File: src/rtl/window_reader.sv
// Sliding-window reader: pops one column per fetch from an upstream FIFO and presents
// KSIZE-column windows over a row pass of ROW_LEN columns, with abort/flush support.
module window_reader #(
    parameter int RES     = 8,
    parameter int WIDTH   = 3,
    parameter int KSIZE   = 3,
    parameter int ROW_LEN = 8
) (
    input  logic                                   clk,
    input  logic                                   rst,
    input  logic                                   start,
    input  logic                                   abort,
    input  logic                                   fifo_empty,
    input  logic [WIDTH-1:0][RES-1:0]              fifo_data,
    output logic                                   fifo_rd_en,
    output logic                                   fifo_clear,
    output logic [KSIZE-1:0][WIDTH-1:0][RES-1:0]   win,
    output logic                                   win_valid,
    input  logic                                   win_ready,
    output logic                                   busy,
    output logic                                   done
);

    localparam int CNT_W = $clog2(ROW_LEN + 1);
    localparam logic [CNT_W-1:0] KSIZE_C   = CNT_W'(KSIZE);
    localparam logic [CNT_W-1:0] ROW_LEN_C = CNT_W'(ROW_LEN);

    typedef enum logic [2:0] {
        S_IDLE,
        S_FETCH,
        S_CAPTURE,
        S_OUT,
        S_DONE
    } state_e;

    typedef logic [KSIZE-1:0][WIDTH-1:0][RES-1:0] win_t;

    state_e           state_q, state_d;
    logic [CNT_W-1:0] col_cnt_q, col_cnt_d;
    logic [CNT_W-1:0] col_inc;
    win_t             win_q, win_d;
    logic             done_q, done_d;
    logic             fifo_clear_q, fifo_clear_d;

    assign col_inc = col_cnt_q + CNT_W'(1);

    // State register together with the datapath registers it sequences.
    always_ff @(posedge clk) begin
        if (rst) begin
            state_q      <= S_IDLE;
            col_cnt_q    <= '0;
            // NOTE: the window registers are reset, not left undefined, because win must read zero after rst.
            win_q        <= '0;
            done_q       <= 1'b0;
            fifo_clear_q <= 1'b0;
        end else begin
            // NOTE: non-blocking assignments so every flop samples pre-edge values.
            state_q      <= state_d;
            col_cnt_q    <= col_cnt_d;
            win_q        <= win_d;
            done_q       <= done_d;
            fifo_clear_q <= fifo_clear_d;
        end
    end

    // Next-state logic; abort overrides every transition.
    always_comb begin
        // NOTE: default assignment first so no path leaves state_d unassigned (no latch).
        state_d = state_q;
        unique case (state_q)
            S_IDLE:    if (start) state_d = S_FETCH;
            S_FETCH:   if (!fifo_empty) state_d = S_CAPTURE;
            S_CAPTURE: state_d = (col_inc >= KSIZE_C) ? S_OUT : S_FETCH;
            S_OUT:     if (win_ready) state_d = (col_cnt_q == ROW_LEN_C) ? S_DONE : S_FETCH;
            S_DONE:    state_d = S_IDLE;
            default:   state_d = S_IDLE;
        endcase
        if (abort) state_d = S_IDLE;
    end

    // Column counter, window shift register and registered pulses.
    always_comb begin
        col_cnt_d    = col_cnt_q;
        win_d        = win_q;
        fifo_clear_d = abort;
        done_d       = (state_q == S_OUT) && win_ready && (col_cnt_q == ROW_LEN_C) && !abort;
        if (abort || (state_q == S_IDLE && start)) begin
            col_cnt_d = '0;
            win_d     = '0;
        end else if (state_q == S_CAPTURE) begin
            // fifo_data is valid here: the pop was issued in the preceding FETCH cycle.
            for (int i = 0; i < KSIZE - 1; i++) begin
                win_d[i] = win_q[i+1];
            end
            win_d[KSIZE-1] = fifo_data;
            col_cnt_d      = col_inc;
        end
    end

    // Outputs.
    always_comb begin
        fifo_rd_en = (state_q == S_FETCH) && !fifo_empty;
        win_valid  = (state_q == S_OUT);
        busy       = (state_q != S_IDLE);
        win        = win_q;
        done       = done_q;
        fifo_clear = fifo_clear_q;
    end

endmodule
File: config.mk
export PLATFORM = sky130hd
export DESIGN_NAME = window_reader
export DESIGN_NICKNAME = d
export VERILOG_FILES = /design/src/rtl/window_reader.sv
export SDC_FILE = /design/constraint.sdc
export NUM_CORES = 1
export LEC_CHECK = 0
export BUFFER_PORTS_ARGS = -buffer_cell sky130_fd_sc_hd__buf_2
export CELL_PAD_IN_SITES_DETAIL_PLACEMENT = 0
export CELL_PAD_IN_SITES_GLOBAL_PLACEMENT = 2
export CORE_UTILIZATION = 25
export DETAILED_ROUTE_END_ITERATION = 10
export PLACE_DENSITY_LB_ADDON = 0.1
export SYNTH_ARGS = -nofsm -noshare
export SYNTH_HDL_FRONTEND = slang
export SYNTH_SLANG_ARGS = --single-unit
File: constraint.sdc
create_clock -name clk -period 2.1 [get_ports clk]
set_clock_uncertainty 0.05 [all_clocks]
set_input_delay 0.42 -clock clk [delete_from_list [all_inputs] [get_ports clk]]
set_output_delay 0.42 -clock clk [all_outputs]
set_load 0.02 [all_outputs]
==> reports/results.tsv, run 1 <==
stage	metric	value	unit
setup_path	Critical Path Start Type	flip-flop	
clock_tree	Clock Path Buffers	2	
power	cell-internal power	2550	uW
power	power per cell area	840	nW/um2
drt	via count	2676	
grt	largest net degree at the start of global routing	77	
grt	first-pass GRT wire length	13100	um
clock_tree	CTS tree	built	
power	Reg power frac	0.473	
hold_path	hold endpoint	fifo_clear	
floorplanning	area of the core	11500	um2
sta	RSZ-0062 raised after global routing	false	
synthesis	Primary FF master, synth	dfxtp_1	
final_layout	share of layout cells above drive strength 1	0.277	
synthesis	Synth top area share	0.548	
synthesis	Syn Area/Cell	8.00	um2
synthesis	synth cell count leaders	nand2_1, dfxtp_1, a21oi_1	
final_layout	sequential standard cell area	1620	um2
synthesis	number of synthesized flops with an enable pin	0	
sta	Final Setup Violations	0	
placed_design	post-DP HPWL	4980	um
setup_path	cells along the critical path	nand2b_1, nor3_1, buf_2	
grt	vias in the first global route	2577	
drt	1st-iter DRT viols	115	
final_layout	Core Util, Final	0.341	
synthesis	post-synth top area cell	dfxtp_1	
placed_design	port bufs	106	
sta	Fin. Hold Viols	0	
hold_path	Min-Delay Startpoint	rst	
setup_path	critical setup path kind	flip-flop to output port	
floorplanning	Ports	107	
placed_design	GP Congestion	0.684	
final_layout	Layout area overhead	32.1	%
setup_path	arrival time of the worst setup path	1.36	ns
drt	drt drc	0	
sta	final critical-path required period	1.83	ns
setup_path	slowest CP cell	dfxtp_1	
setup_path	critical path fanouts, max	8	
setup_path	worst r2r src	state_q[2]	
status	status	complete, no violations	
drt	post-route ant nets	0	
power	clock power share	0.479	
setup_path	required time of the critical path	1.63	ns
power	Switching Share	0.223	
sta	Max transition margin	0.755	
power	Gate power share	0.048	
drt	detailed-route wire length per cell	12.9	um
setup_path	CP peak stage delay	0.54	ns
synthesis	Seq cells post-synth	81	
floorplanning	Die Wd	111	um
clock_tree	clock sinks	81	
drt	drt pass-1 iters	4	
floorplanning	die footprint	12300	um2
sta	Max Slew Vio Count	0	
clock_tree	CTS root buf	clkbuf_16	
setup_path	endpoint class of the critical path	output port	
sta	Slew @ Worst Pin	0.367	ns
power	static leakage	0.00156	uW
sta	setup tns final	0	ns
hold_path	Worst Hold Path Cells	2	
sta	Final Cycle Share	0.873	
clock_tree	postcts setup bufs	0	
setup_path	FF-to-FF setup slack	0.47	ns
synthesis	Mapped Nets	403	
power	Max rail drop VDD	301	uV
clock_tree	Worst-Skew Late Latency	0.34	ns
setup_path	CP bufs+invs	1	
final_layout	Multi-input gate area	1190	um2
grt	global-route usage over all layers	0.135	
drt	vias per std cell	4.37	
synthesis	post-synthesis cell type count	28	
clock_tree	htree depth	3	
floorplanning	# rows	39	
flow_run	Maximum Capacitance Violations	0	
floorplanning	Die H	111	um
setup_path	reg2reg path depth	4	
drt	total routed wirelength	7890	um
sta	Achievable Freq	0.546	GHz
synthesis	Async S/R FF share, synth	0	
grt	grt total ovfl	0	
clock_tree	post_cts resized	0	
grt	initial antenna violation count	0	
synthesis	synth warn	0	
synthesis	Area contributors post-synth	dfxtp_1, nand2_1, a21oi_1, buf_2, buf_4	
synthesis	synthesized netlist cell count	370	
final_layout	Final #Nets	497	
hold_path	Min-Delay Path Class	input port to flip-flop	
setup_path	delay-heaviest family, CP	flip-flops	
floorplanning	Initial Utilization	0.258	
synthesis	most frequent cell after synthesis	nand2_1	
clock_tree	total CTS buffers	9	
final_layout	# fillers	1252	
power	P_sw	732	uW
clock_tree	Hold-fix buffers, CTS	0	
synthesis	Post-Syn Area	2960	um2
synthesis	post-synthesis sequential area ratio	0.548	
final_layout	diode count	0	
setup_path	reg2reg end	win[46]	
clock_tree	clk slew on worst S/H paths	0.06	ns
stage by stage:
stage	total power [uW]	cells	hold slack [ns]	instance area (um2)	worst slack, ns
after floorplan	1680	370	0.411	2960	0.582
after global placement	1750	596	0.389	3610	0.513
after detailed placement	1750	596	0.396	3610	0.488
after CTS	3350	612	0.192	3910	0.255
after global routing	3430	612	0.199	3910	0.150
final	3280	612	0.203	3910	0.267
sequential cells by signal, indices dropped and copies added, names as in the netlist:
| name | count |
|---|---|
| done | 1 |
| win | 72 |
| fifo_clear | 1 |
| col_cnt_q | 4 |
| state_q | 3 |
per-layer routing:
layer	vias to the layer above	share of wire	track usage
met2	72	0.45	0.203
met3	14	0.070	0.0487
met1	1206	0.47	0.170
li1	1384	-	-
met5	-	0	0
met4	0	0.017	0.0667
power groups by stage:
| stage | logic (uW) | clock network (uW) | registers, uW |
|---|---|---|---|
| global placement | 165 | 0 | 1590 |
| CTS | 164 | 1640 | 1550 |
| floorplan | 97.5 | 0 | 1590 |
| finish | 159 | 1570 | 1550 |
| detailed placement | 163 | 0 | 1590 |
| global route | 177 | 1700 | 1550 |
worst max path at each step:
stage	cells after the start	slack, ns	to	from
6_report	3	0.27	fifo_rd_en	state_q[0]
5_1_grt	3	0.15	fifo_rd_en	state_q[0]
3_5_place_dp	4	0.49	win[46]	state_q[2]
3_3_place_gp	4	0.51	col_cnt_q[2]	state_q[2]
4_1_cts	3	0.26	fifo_rd_en	state_q[0]
2_1_floorplan	6	0.58	col_cnt_q[1]	state_q[1]
area by class of cell:
class                           count  area share
Clock buffer                       11      0.0621
Clock inverter                      5      0.0138
Inverter                            5     0.00480
Multi-Input combinational cell    257       0.305
Sequential cell                    81       0.415
Tap cell                          143      0.0458
Timing Repair Buffer              110       0.153
cells in the final DEF (no fill, tap or decap), types with 2 or more instances in the layout:
cell,n
nand2_1,151
clkbuf_16,9
clkinv_2,3
xor2_1,2
a21oi_1,76
nor4_1,2
buf_2,106
dfxtp_1,81
nor2_1,4
ha_1,3
o21ai_0,3
inv_1,5
buf_12,3
xnor2_1,2
logic make-up (layout without fill, tap and decap cells):
| family | count (synthesis) | after routing | share of synthesized area |
|---|---|---|---|
| buf+inv | 32 | 131 | 0.0541 |
| fa+ha+maj | 3 | 3 | 0.0127 |
| xor+xnor | 4 | 4 | 0.0118 |
| flops | 81 | 81 | 0.548 |
| compound gates | 84 | 84 | 0.149 |
| simple gates | 166 | 166 | 0.224 |
No activity file was read; power rests on OpenSTA's default activity.
==> run 2, diff against run 1 <==
Settings changed: ABC_AREA from default to 1.
==> reports/results.tsv, run 2 <==
stage	metric	value	unit	change
floorplanning	Die H	114	um	+3.1%
synthesis	Seq cells post-synth	81		unchanged
synthesis	post-synthesis mux area share	0		unchanged
synthesis	Syn Area/Cell	8.22	um2	+2.8%
synthesis	most frequent cell after synthesis	nand2_1		
floorplanning	Die Wd	114	um	+3.1%
sta	Fin. Hold Viols	0		unchanged
placed_design	GP Congestion	0.708		+3.5%
final_layout	most frequent cells in the layout	nand2_1, buf_2, dfxtp_1		
setup_path	reg2reg path depth	8		+4
setup_path	critical setup path kind	flip-flop to output port		
drt	drt drc	0		unchanged
floorplanning	area of the core	12200	um2	+6.1%
grt	global-route usage over all layers	0.131		-0.00447
setup_path	worst r2r src	state_q[2]		
clock_tree	Worst-Skew Late Latency	0.33	ns	about the same
final_layout	most common cell after layout, fill and taps aside	nand2_1		
synthesis	post-synthesis sequential area ratio	0.515		-0.0331
floorplanning	Initial Utilization	0.259		+0.000904
synthesis	synth cell count leaders	nand2_1, dfxtp_1, a21oi_2		
final_layout	share of layout cells above drive strength 1	0.356		+0.0788
synthesis	Primary FF master, synth	dfxtp_1		
setup_path	endpoint class of the critical path	output port		
hold_path	Min-Delay Startpoint	rst		
setup_path	delay-heaviest family, CP	flip-flops		
hold_path	Worst Hold Path Cells	2		unchanged
synthesis	Synth Area in Adders	0.0119		-0.000766
grt	grt total ovfl	0		unchanged
flow_run	Maximum Capacitance Violations	0		unchanged
hold_path	Min-Delay Path Class	input port to flip-flop		
drt	vias per std cell	4.24		-3.1%
floorplanning	Ports	107		unchanged
final_layout	Layout area overhead	29.2	%	
synthesis	number of synthesized flops with an enable pin	0		unchanged
synthesis	Post-Syn Area	3150	um2	+6.4%
clock_tree	Clock Path Buffers	2		unchanged
synthesis	synthesized netlist cell count	383		+3.5%
synthesis	largest family of logic cells by synthesized area	simple AND/OR/NAND/NOR gates		
clock_tree	CTS tree	built		
setup_path	cells along the critical path	nand3_1, nor2_1, buf_2		
sta	Achievable Freq	0.603	GHz	+10%
sta	final critical-path required period	1.66	ns	-0.174 ns
grt	first-pass GRT wire length	13200	um	+1.1%
sta	Max transition margin	0.636		-0.119
setup_path	critical path fanouts, max	6		-2
clock_tree	post_cts resized	0		unchanged
sta	setup tns final	0	ns	unchanged
sta	RSZ-0062 raised after global routing	false		
floorplanning	# rows	40		+2.6%
clock_tree	CTS root buf	clkbuf_16		
synthesis	Synth top area share	0.515		-0.0331
power	final total power	3240	uW	-1.2%
grt	vias in the first global route	2693		+4.5%
drt	1st-iter DRT viols	108		-6.1%
synthesis	synth warn	0		unchanged
placed_design	port bufs	106		unchanged
sta	Max Slew Vio Count	0		unchanged
hold_path	hold endpoint	fifo_clear		
grt	largest net degree at the start of global routing	44		-43%
drt	detailed-route wire length per cell	12.4	um	-3.8%
synthesis	Simple-Gate Fraction of Synth Area	0.228		+0.00435
clock_tree	total CTS buffers	9		unchanged
synthesis	Mapped Nets	416		+3.2%
floorplanning	die footprint	13000	um2	+6.3%
setup_path	CP bufs+invs	1		unchanged
final_layout	Largest register FFs	72		unchanged
clock_tree	Hold-fix buffers, CTS	0		unchanged
final_layout	Final #Nets	516		+3.8%
placed_design	post-DP HPWL	5300	um	+6.3%
setup_path	required time of the critical path	1.63	ns	about the same
power	power per cell area	797	nW/um2	-5.1%
power	Max rail drop VDD	449	uV	+49%
clock_tree	clock sinks	81		unchanged
sta	Final Setup Violations	0		unchanged
clock_tree	clk slew on worst S/H paths	0.06	ns	about the same
drt	total routed wirelength	8120	um	+2.8%
clock_tree	postcts setup bufs	0		unchanged
power	static leakage	0.00159	uW	+2.2%
synthesis	Synth Area in Compound Gates	0.176		+0.0263
placed_design	Post-DP Area	3780	um2	+4.8%
setup_path	CP peak stage delay	0.46	ns	-0.08 ns
setup_path	reg2reg end	state_q[1]		
synthesis	post-synth top area cell	dfxtp_1		
clock_tree	htree depth	3		unchanged
sta	Slew @ Worst Pin	0.546	ns	+0.179 ns
drt	via count	2771		+3.6%
synthesis	Area contributors post-synth	dfxtp_1, nand2_1, a21oi_2, a21oi_1, buf_2		
grt	initial antenna violation count	0		unchanged
drt	post-route ant nets	0		unchanged
setup_path	slowest CP cell	dfxtp_1		
setup_path	Critical Path Start Type	flip-flop		
sta	Final Cycle Share	0.790		-0.0828
final_layout	# fillers	1365		+9.0%
status	status	complete, no violations		
synthesis	Post-Synth XOR/XNOR Area	0		-0.0118
drt	drt pass-1 iters	4		unchanged
synthesis	post-synthesis cell type count	20		-29%
setup_path	arrival time of the worst setup path	1.19	ns	-0.17 ns
setup_path	FF-to-FF setup slack	0.59	ns	+0.12 ns
synthesis	Async S/R FF share, synth	0		unchanged
final_layout	Finished Cell Area	4070	um2	+4.1%
final_layout	diode count	0		unchanged
==> run 2: cell types whose count changed after synthesis, sizes merged, moves of 6 or more <==
| cell | delta |
|---|---|
| clkbuf | -6 |
| inv | +9 |
| nand2 | +8 |
| nand3 | +8 |
| nor2 | +6 |
==> run 2: worst max path at each step <==
stage / start / end / slack, ns / cells after the start
final: state_q[0] / fifo_rd_en / 0.44 / 3
after detailed placement: abort / win[9] / 0.47 / 6
after global routing: state_q[0] / fifo_rd_en / 0.35 / 3
after floorplan: state_q[0] / col_cnt_q[0] / 0.80 / 6
after CTS: state_q[0] / fifo_rd_en / 0.40 / 3
after global placement: abort / win[24] / 0.50 / 6
==> run 2: cells by family (layout without fill, tap and decap cells) <==
kind of cell / count (synthesis) / after routing
compound gates: 79 / 79
fa+ha+maj: 3 / 3
flops: 81 / 81
simple gates: 182 / 182
buf+inv: 38 / 141
==> run 2: routing by layer <==
metal,vias to the layer above,GRT usage,part of all wire
met3,9,0.0545,0.077
met2,75,0.214,0.46
met5,-,0,0
li1,1418,-,-
met4,0,0.0494,0.013
met1,1269,0.152,0.45
==> run 2: worst register-to-register path: cells and delay by family, from the launching register on <==
family,cells,cell delay (ns)
AND/OR/NAND/NOR,6,0.61
flip-flops,1,0.32
buffers and inverters,2,0.47
==> run 2: where the power goes <==
part	switching, uW	internal [uW]	leakage, uW
logic	112	48.0	0.000794
clock network	599	933	0.000144
registers	5.94	1540	0.000653
total	717	2520	0.00159
==> run 2: cell type report <==
cell class                      count  area [um2]  area share
Clock buffer                       10         239      0.0587
Tap cell                          168         210      0.0517
Timing Repair Buffer              113         583       0.143
Inverter                           14        52.6      0.0129
Sequential cell                    81        1620       0.399
Clock inverter                      4        45.0      0.0111
Multi-Input combinational cell    264        1320       0.324
==> run 2: per-stage QoR <==
step,setup WS [ns],std cells,util,hold WS (ns)
after floorplan,0.795,383,-,0.420
after global placement,0.503,640,0.311,0.395
after detailed placement,0.467,640,0.311,0.401
after CTS,0.400,654,0.335,0.188
after global routing,0.346,654,0.335,0.191
final,0.441,654,0.335,0.200
